==> config.mk <==
export PLATFORM = sky130hd
export DESIGN_NAME = serial_sub4
export DESIGN_NICKNAME = d
export VERILOG_FILES = /design/src/rtl/serial_sub4.sv
export SDC_FILE = /design/constraint.sdc
export NUM_CORES = 1
export LEC_CHECK = 0
export ABC_AREA = 1
export CAP_MARGIN = 0
export CELL_PAD_IN_SITES_DETAIL_PLACEMENT = 1
export CELL_PAD_IN_SITES_GLOBAL_PLACEMENT = 1
export CORE_MARGIN = 2
export CORE_UTILIZATION = 35
export CTS_BUF_LIST = sky130_fd_sc_hd__clkbuf_8
export CTS_CLUSTER_DIAMETER = 30
export DETAILED_ROUTE_END_ITERATION = 10
export HOLD_SLACK_MARGIN = 0.08
export PLACE_DENSITY_LB_ADDON = 0.1
export SYNTH_ARGS = -nofsm -noshare
export SYNTH_HDL_FRONTEND = slang
export SYNTH_SLANG_ARGS = --single-unit
==> constraint.sdc <==
create_clock -name clk -period 1.01 [get_ports clk]
set_input_delay 0.2525 -clock clk [delete_from_list [all_inputs] [get_ports clk]]
set_output_delay 0.2525 -clock clk [all_outputs]
set_load 0.02 [all_outputs]
==> src/rtl/serial_sub4.sv <==
// serial_sub4: bit-serial two's-complement subtractor, Diff = A - B, LSB first.
// One operand bit pair is consumed per SHIFT cycle; a start/busy/done
// handshake frames each operation, and Diff/Borrow hold until the next DONE.
module serial_sub4 #(
  parameter int WIDTH = 4
) (
  input  logic             clk,
  input  logic             rst,
  input  logic             start,
  input  logic [WIDTH-1:0] A,
  input  logic [WIDTH-1:0] B,
  output logic             busy,
  output logic             done,
  output logic [WIDTH-1:0] Diff,
  output logic             Borrow
);

  localparam int CW = $clog2(WIDTH) + 1;

  typedef enum logic [1:0] {
    S_IDLE,
    S_SHIFT,
    S_DONE
  } state_t;

  state_t           r_state;
  logic [WIDTH-1:0] r_a;
  logic [WIDTH-1:0] r_b;
  logic [WIDTH-1:0] r_res;
  logic             r_br;
  logic [CW-1:0]    r_cnt;

  logic             w_a0;
  logic             w_b0;
  logic             w_d;
  logic             w_br_nxt;
  logic [WIDTH-1:0] w_res_nxt;
  logic             w_last;

  // One-bit full subtractor on the current LSBs plus the running borrow.
  always_comb begin
    w_a0      = r_a[0];
    w_b0      = r_b[0];
    w_d       = w_a0 ^ w_b0 ^ r_br;
    w_br_nxt  = (~w_a0 & w_b0) | (~(w_a0 ^ w_b0) & r_br);
    w_res_nxt = {w_d, r_res[WIDTH-1:1]};
    w_last    = (r_cnt == CW'(WIDTH - 1));
  end

  // Control FSM, datapath shift registers and registered outputs.
  // Diff/Borrow are loaded from the next-value of the result path on the
  // final SHIFT edge, so they change only when DONE is entered.
  always_ff @(posedge clk) begin
    if (rst) begin
      r_state <= S_IDLE;
      r_a     <= '0;
      r_b     <= '0;
      r_res   <= '0;
      r_br    <= 1'b0;
      r_cnt   <= '0;
      busy    <= 1'b0;
      done    <= 1'b0;
      Diff    <= '0;
      Borrow  <= 1'b0;
    end else begin
      case (r_state)
        S_IDLE, S_DONE: begin
          done <= 1'b0;
          if (start) begin
            r_a     <= A;
            r_b     <= B;
            r_br    <= 1'b0;
            r_cnt   <= '0;
            r_state <= S_SHIFT;
            busy    <= 1'b1;
          end else begin
            r_state <= S_IDLE;
            busy    <= 1'b0;
          end
        end
        S_SHIFT: begin
          r_a   <= {1'b0, r_a[WIDTH-1:1]};
          r_b   <= {1'b0, r_b[WIDTH-1:1]};
          r_res <= w_res_nxt;
          r_br  <= w_br_nxt;
          r_cnt <= r_cnt + CW'(1);
          if (w_last) begin
            r_state <= S_DONE;
            busy    <= 1'b0;
            done    <= 1'b1;
            Diff    <= w_res_nxt;
            Borrow  <= w_br_nxt;
          end
        end
        default: begin
          r_state <= S_IDLE;
          busy    <= 1'b0;
          done    <= 1'b0;
        end
      endcase
    end
  end

endmodule
# Word-level counts from Yosys, hierarchy flattened
# Index checks and enable logic that the tools add are counted.
word_totals:
  register_bits: 25
  inputBits: 11
  output_inout_bits: 7
  elab_cells: 44
op_classes:
  addsub: 1
  muxes: 14
  bitwise_logic: 8
  n_reduce_logical: 6
  n_eq_ne: 5
ops:
  columns: ["op", "count"]
  rows:
  - ["one-hot mux 4 bit (2 select lines)", 2]
  - ["two-way mux 4 bit", 2]
  - ["one-hot mux 3 bit (2 select lines)", 1]
  - ["two-way mux 1 bit", 4]
  - ["inequality test 2 bit (second input constant)", 2]
  - ["one-hot mux 1 bit (2 select lines)", 2]
  - ["one-hot mux 2 bit (2 select lines)", 1]
  - ["AND reduction 2 bit", 2]
  - ["OR reduction 2 bit", 2]
  - ["adder 3 x 1 -> 3 bit (second input constant)", 1]
  - ["== test 3 x 2 -> 1 bit (second input constant)", 1]
  - ["two-way mux 3 bit", 1]
  - ["NOT 1 bit", 3]
  - ["AND 1 bit", 2]
  - ["== test 2 x 1 -> 1 bit (second input constant)", 1]
  - ["== test 2 bit (second input constant)", 1]
  - ["zero test 2 bit", 1]
  - ["two-way mux 2 bit", 1]
  - ["nonzero test 2 bit", 1]
  - ["XOR 1 bit", 2]
  - ["bitwise OR 1 bit", 1]

# Logic depth before layout (Yosys ltp)
logic_depth:
  word_depth: 5
  mapped_depth: 7
  ltp_nobuf: 6

# Worst setup path after synthesis
# Ideal clock, no wire load.
synth_timing:
  kind: "reg2reg"
  start: "register r_state[0]"
  end: "register Borrow"
  path_stages_with_launch: 7
  period_less_slack_ns: 1.127
  required_ns: 0.893
  setup_slack_ns: -0.117
  n_path_buf: 1
  arrival_ns: 1.010
  setup_time_ns: 0.117
  cell_sequence: "dfxtp_1 > buf_6 > inv_6 > nor2_8 > nand2_1 > nand3_1 > o21ai_1"
synth_between:
  elab_chain_len: 2
synth_lines:
  columns: ["item", "line_no", "source"]
  rows:
  - ["from (decl)", "26", "state_t r_state;"]
  - ["from (signal assigned)", "55", "r_state <= S_IDLE;"]
  - ["from (signal assigned)", "74", "r_state <= S_SHIFT;"]
  - ["from (signal assigned)", "77", "r_state <= S_IDLE;"]
  - ["== test 2 x 1 -> 1 bit", "66", "case (r_state)"]
  - ["AND reduction 2 bit (no source line)", null, null]
  - ["to (signal assigned)", "92", "Borrow <= w_br_nxt;"]
  - ["to (decl)", "15", "output logic Borrow"]
# No other way between the ends.
# A chain may end at the register's enable or synchronous reset.

# Worst setup path after layout
layout_timing:
  start: "register r_br"
  end: "register r_res[3]"
layout_between:
  elab_chain_len: 1
layout_lines:
  columns: ["item", "line_no", "source"]
  rows:
  - ["from (decl)", "30", "logic r_br;"]
  - ["from (signal assigned)", "85", "r_br <= w_br_nxt;"]
  - ["XOR 1 bit", "44", "w_d = w_a0 ^ w_b0 ^ r_br;"]
  - ["via w_d", "35", "logic w_d;"]
  - ["to (signal assigned)", "84", "r_res <= w_res_nxt;"]
  - ["to (decl)", "29", "logic [WIDTH-1:0] r_res;"]
# The timed path passes the listed nets, and every way through them passes these cells.

==> impl_metrics.toml <==
[grt]
grt-ovfl-total = 0
grt_max_degree = 14
track_usage = 0.1821
antenna_found_initial = 0
grt_pass1_wl_mm = 4.678
grt_pass1_vias = 998

[status]
status = "finished with violations"
violations = "setup timing"

[worst_setup_path]
cp-start-kind = "register"
crit_required_ns = 1.21
criticalPathCategory = "reg -> reg"
critPathArrivalTime_ns = 1.37
worstSetupEndpointType = "register"
critPathMaxFanout = 2

[sta]
relSlewSlack = 0.7045
period_share = 1.151
max_clock_freq_ghz = 0.8600
worstMarginPinSlew_ns = 0.4432
rsz0062_at_grt = "yes"
setup_viol = 23
clock-skew-final_ns = 0.006945
min_period_ns = 1.163
hold_viol = 0
final.setup.tns_ns = -1.918
layout_setup_ws_ns = -0.1528
hold_slack_ns = 0.4172
finalMaxSlewViolations = 0

[yosys]
synth-seq-area-share = 0.4423
yosysTopAreaCellShare = 0.4423
synth_seq_cells = 23
ys_top_cells_by_area = "dfxtp_1, nand3_1, nand2_1"
syn_nets = 149
yosys_warnings = 0
synth_cell_types = 20
netlist_area_mm2 = 0.001041
synth_top_area_cell = "dfxtp_1"
synth.avg_cell_area_um2 = 7.711
synthCells = 135

[place]
routabilityCongestion = 0.7429
place_hpwl_mm = 1.809
pre_cts_slack_ns = -0.3251
place_area_mm2 = 0.001335
port_buffers = 17

[clocking]
clock-sinks = 23
max-clock-path-buffers = 2
cts.clk_slew.worst_paths_ns = 0.09
cts-buffers-inserted = 3
cts_tree = "built"
postCtsHoldBufs = 0
clock_latency_ns = 0.27
cts.htree.levels = 1
cts-root-buf = "clkbuf_8"

[finish]
design_area_mm2 = 0.001759
final_cell_mix = "nand2_1, inv_1, nand3_1, buf_6, dfxtp_2"
nets = 186
mostFrequentLayoutCell = "nand2_1"
area_growth_pct = 68.99
diodes = 0
drive_gt1_frac = 0.5263

[die]
rows = 19
ios = 18
initial_core_util = 0.3743
chipWidth_um = 58.54
chipHeight_um = 58.54
die_area_mm2 = 0.003426
coreArea_mm2 = 0.002781

[route]
antenna_left = 0
drt_iter0_drc = 7
vias = 1011
first_pass_iters = 4
viasPerCell = 5.005
drt_wl_total_mm = 3.469
avgRoutedWirePerCell_um = 17.17
drc = 0

[power]
peakVddDrop_v = 0.0008518
p_per_area_mw_per_mm2 = 1331
total_leakage_power_nw = 0.7233

[flow_run]
drv_cap = 0

[min_path]
worstHoldPathType = "in -> reg"
==> critical path, cell delays in order, from the launching register on <==
cell,delay (ns)
dfxtp_2,0.35
inv_1,0.05
fa_2,0.54
o21ai_2,0.06
nor2_2,0.10
==> cells in the mapped netlist <==
cell       n
clkbuf_1   1
inv_6      1
fa_1       1
inv_1     19
nand2_4    3
o21ai_0    4
o21ai_1    3
nand3b_1   1
nor2_1    14
inv_2      1
o22ai_1    4
buf_2      1
buf_6      3
nor3_1     6
nand3_1   19
dfxtp_1   23
nand2_1   24
a21oi_1    4
ha_1       2
nor2_8     1
==> layout make-up <==
| class | count | area [um2] |
|---|---|---|
| multi-input combinational | 88 | 713.2 |
| clock inverter | 1 | 5.005 |
| clock buffer | 3 | 41.29 |
| inverter | 21 | 91.34 |
| timing repair buffer | 35 | 387.9 |
| tap | 31 | 38.79 |
| sequential | 23 | 481.7 |
| fill | 308 | 1022 |
==> worst paths after layout <==
| path | cells past startpoint | slack [ns] | to | startpoint |
|---|---|---|---|---|
| worst max register to register | 4 | -0.15 | r_res[3]$_SDFFE_PP0P_ | r_br$_SDFFE_PP0P_ |
| worst min-delay path | 3 | 0.42 | Diff[1]$_SDFFE_PP0P_ | rst |
| worst min register to register | 2 | 0.48 | Diff[1]$_SDFFE_PP0P_ | Diff[1]$_SDFFE_PP0P_ |
| worst max-delay path | 4 | -0.15 | r_res[3]$_SDFFE_PP0P_ | r_br$_SDFFE_PP0P_ |
==> report_power, final <==
group,switching [W],total (W),internal [W]
registers,0.0000469,0.00102,0.000977
clock network,0.000320,0.000596,0.000276
logic,0.000379,0.000722,0.000343
==> repair_timing <==
action / in CTS / in global routing
endpoints found under the setup margin: 30 / 29
cloned: 2 / 1
pin swaps: 16 / 14
resized for setup: 72 / 34
buffers inserted: 1 / 8
==> cell families after synthesis <==
| group | Yosys count | synth area share |
|---|---|---|
| flip-flops | 23 | 0.4423 |
| buffers and inverters | 26 | 0.1214 |
| AO/OA/AOI/OAI | 15 | 0.07692 |
| AND/OR/NAND/NOR | 68 | 0.3161 |
| adder cells (fa/ha/maj) | 3 | 0.04327 |
==> flip-flops by register name, summed over array words and instances (netlist names) <==
name,cells
r_cnt,3
done,1
Diff,4
Borrow,1
r_br,1
r_b,4
r_res,3
r_a,4
r_state,2
==> layer usage <==
layer	vias up	part of all wire	global-route usage	routed length (um)
met2	18	0.55	0.2986	1908
met4	0	0.018	0.07973	62
li1	508	-	-	-
met3	9	0.027	0.03956	95
met1	476	0.40	0.2292	1403
met5	-	0	0	0
==> per-stage QoR <==
step | power [W] | std cells | utilization
after CTS | 0.002189 | 193 | 0.5457
after floorplan | 0.001347 | 135 | -
after global routing | 0.002467 | 202 | 0.6325
final | 0.002342 | 202 | 0.6325
after detailed placement | 0.001499 | 186 | 0.4800
after global placement | 0.001481 | 186 | 0.4800
No activity file was read; power rests on OpenSTA's default activity.
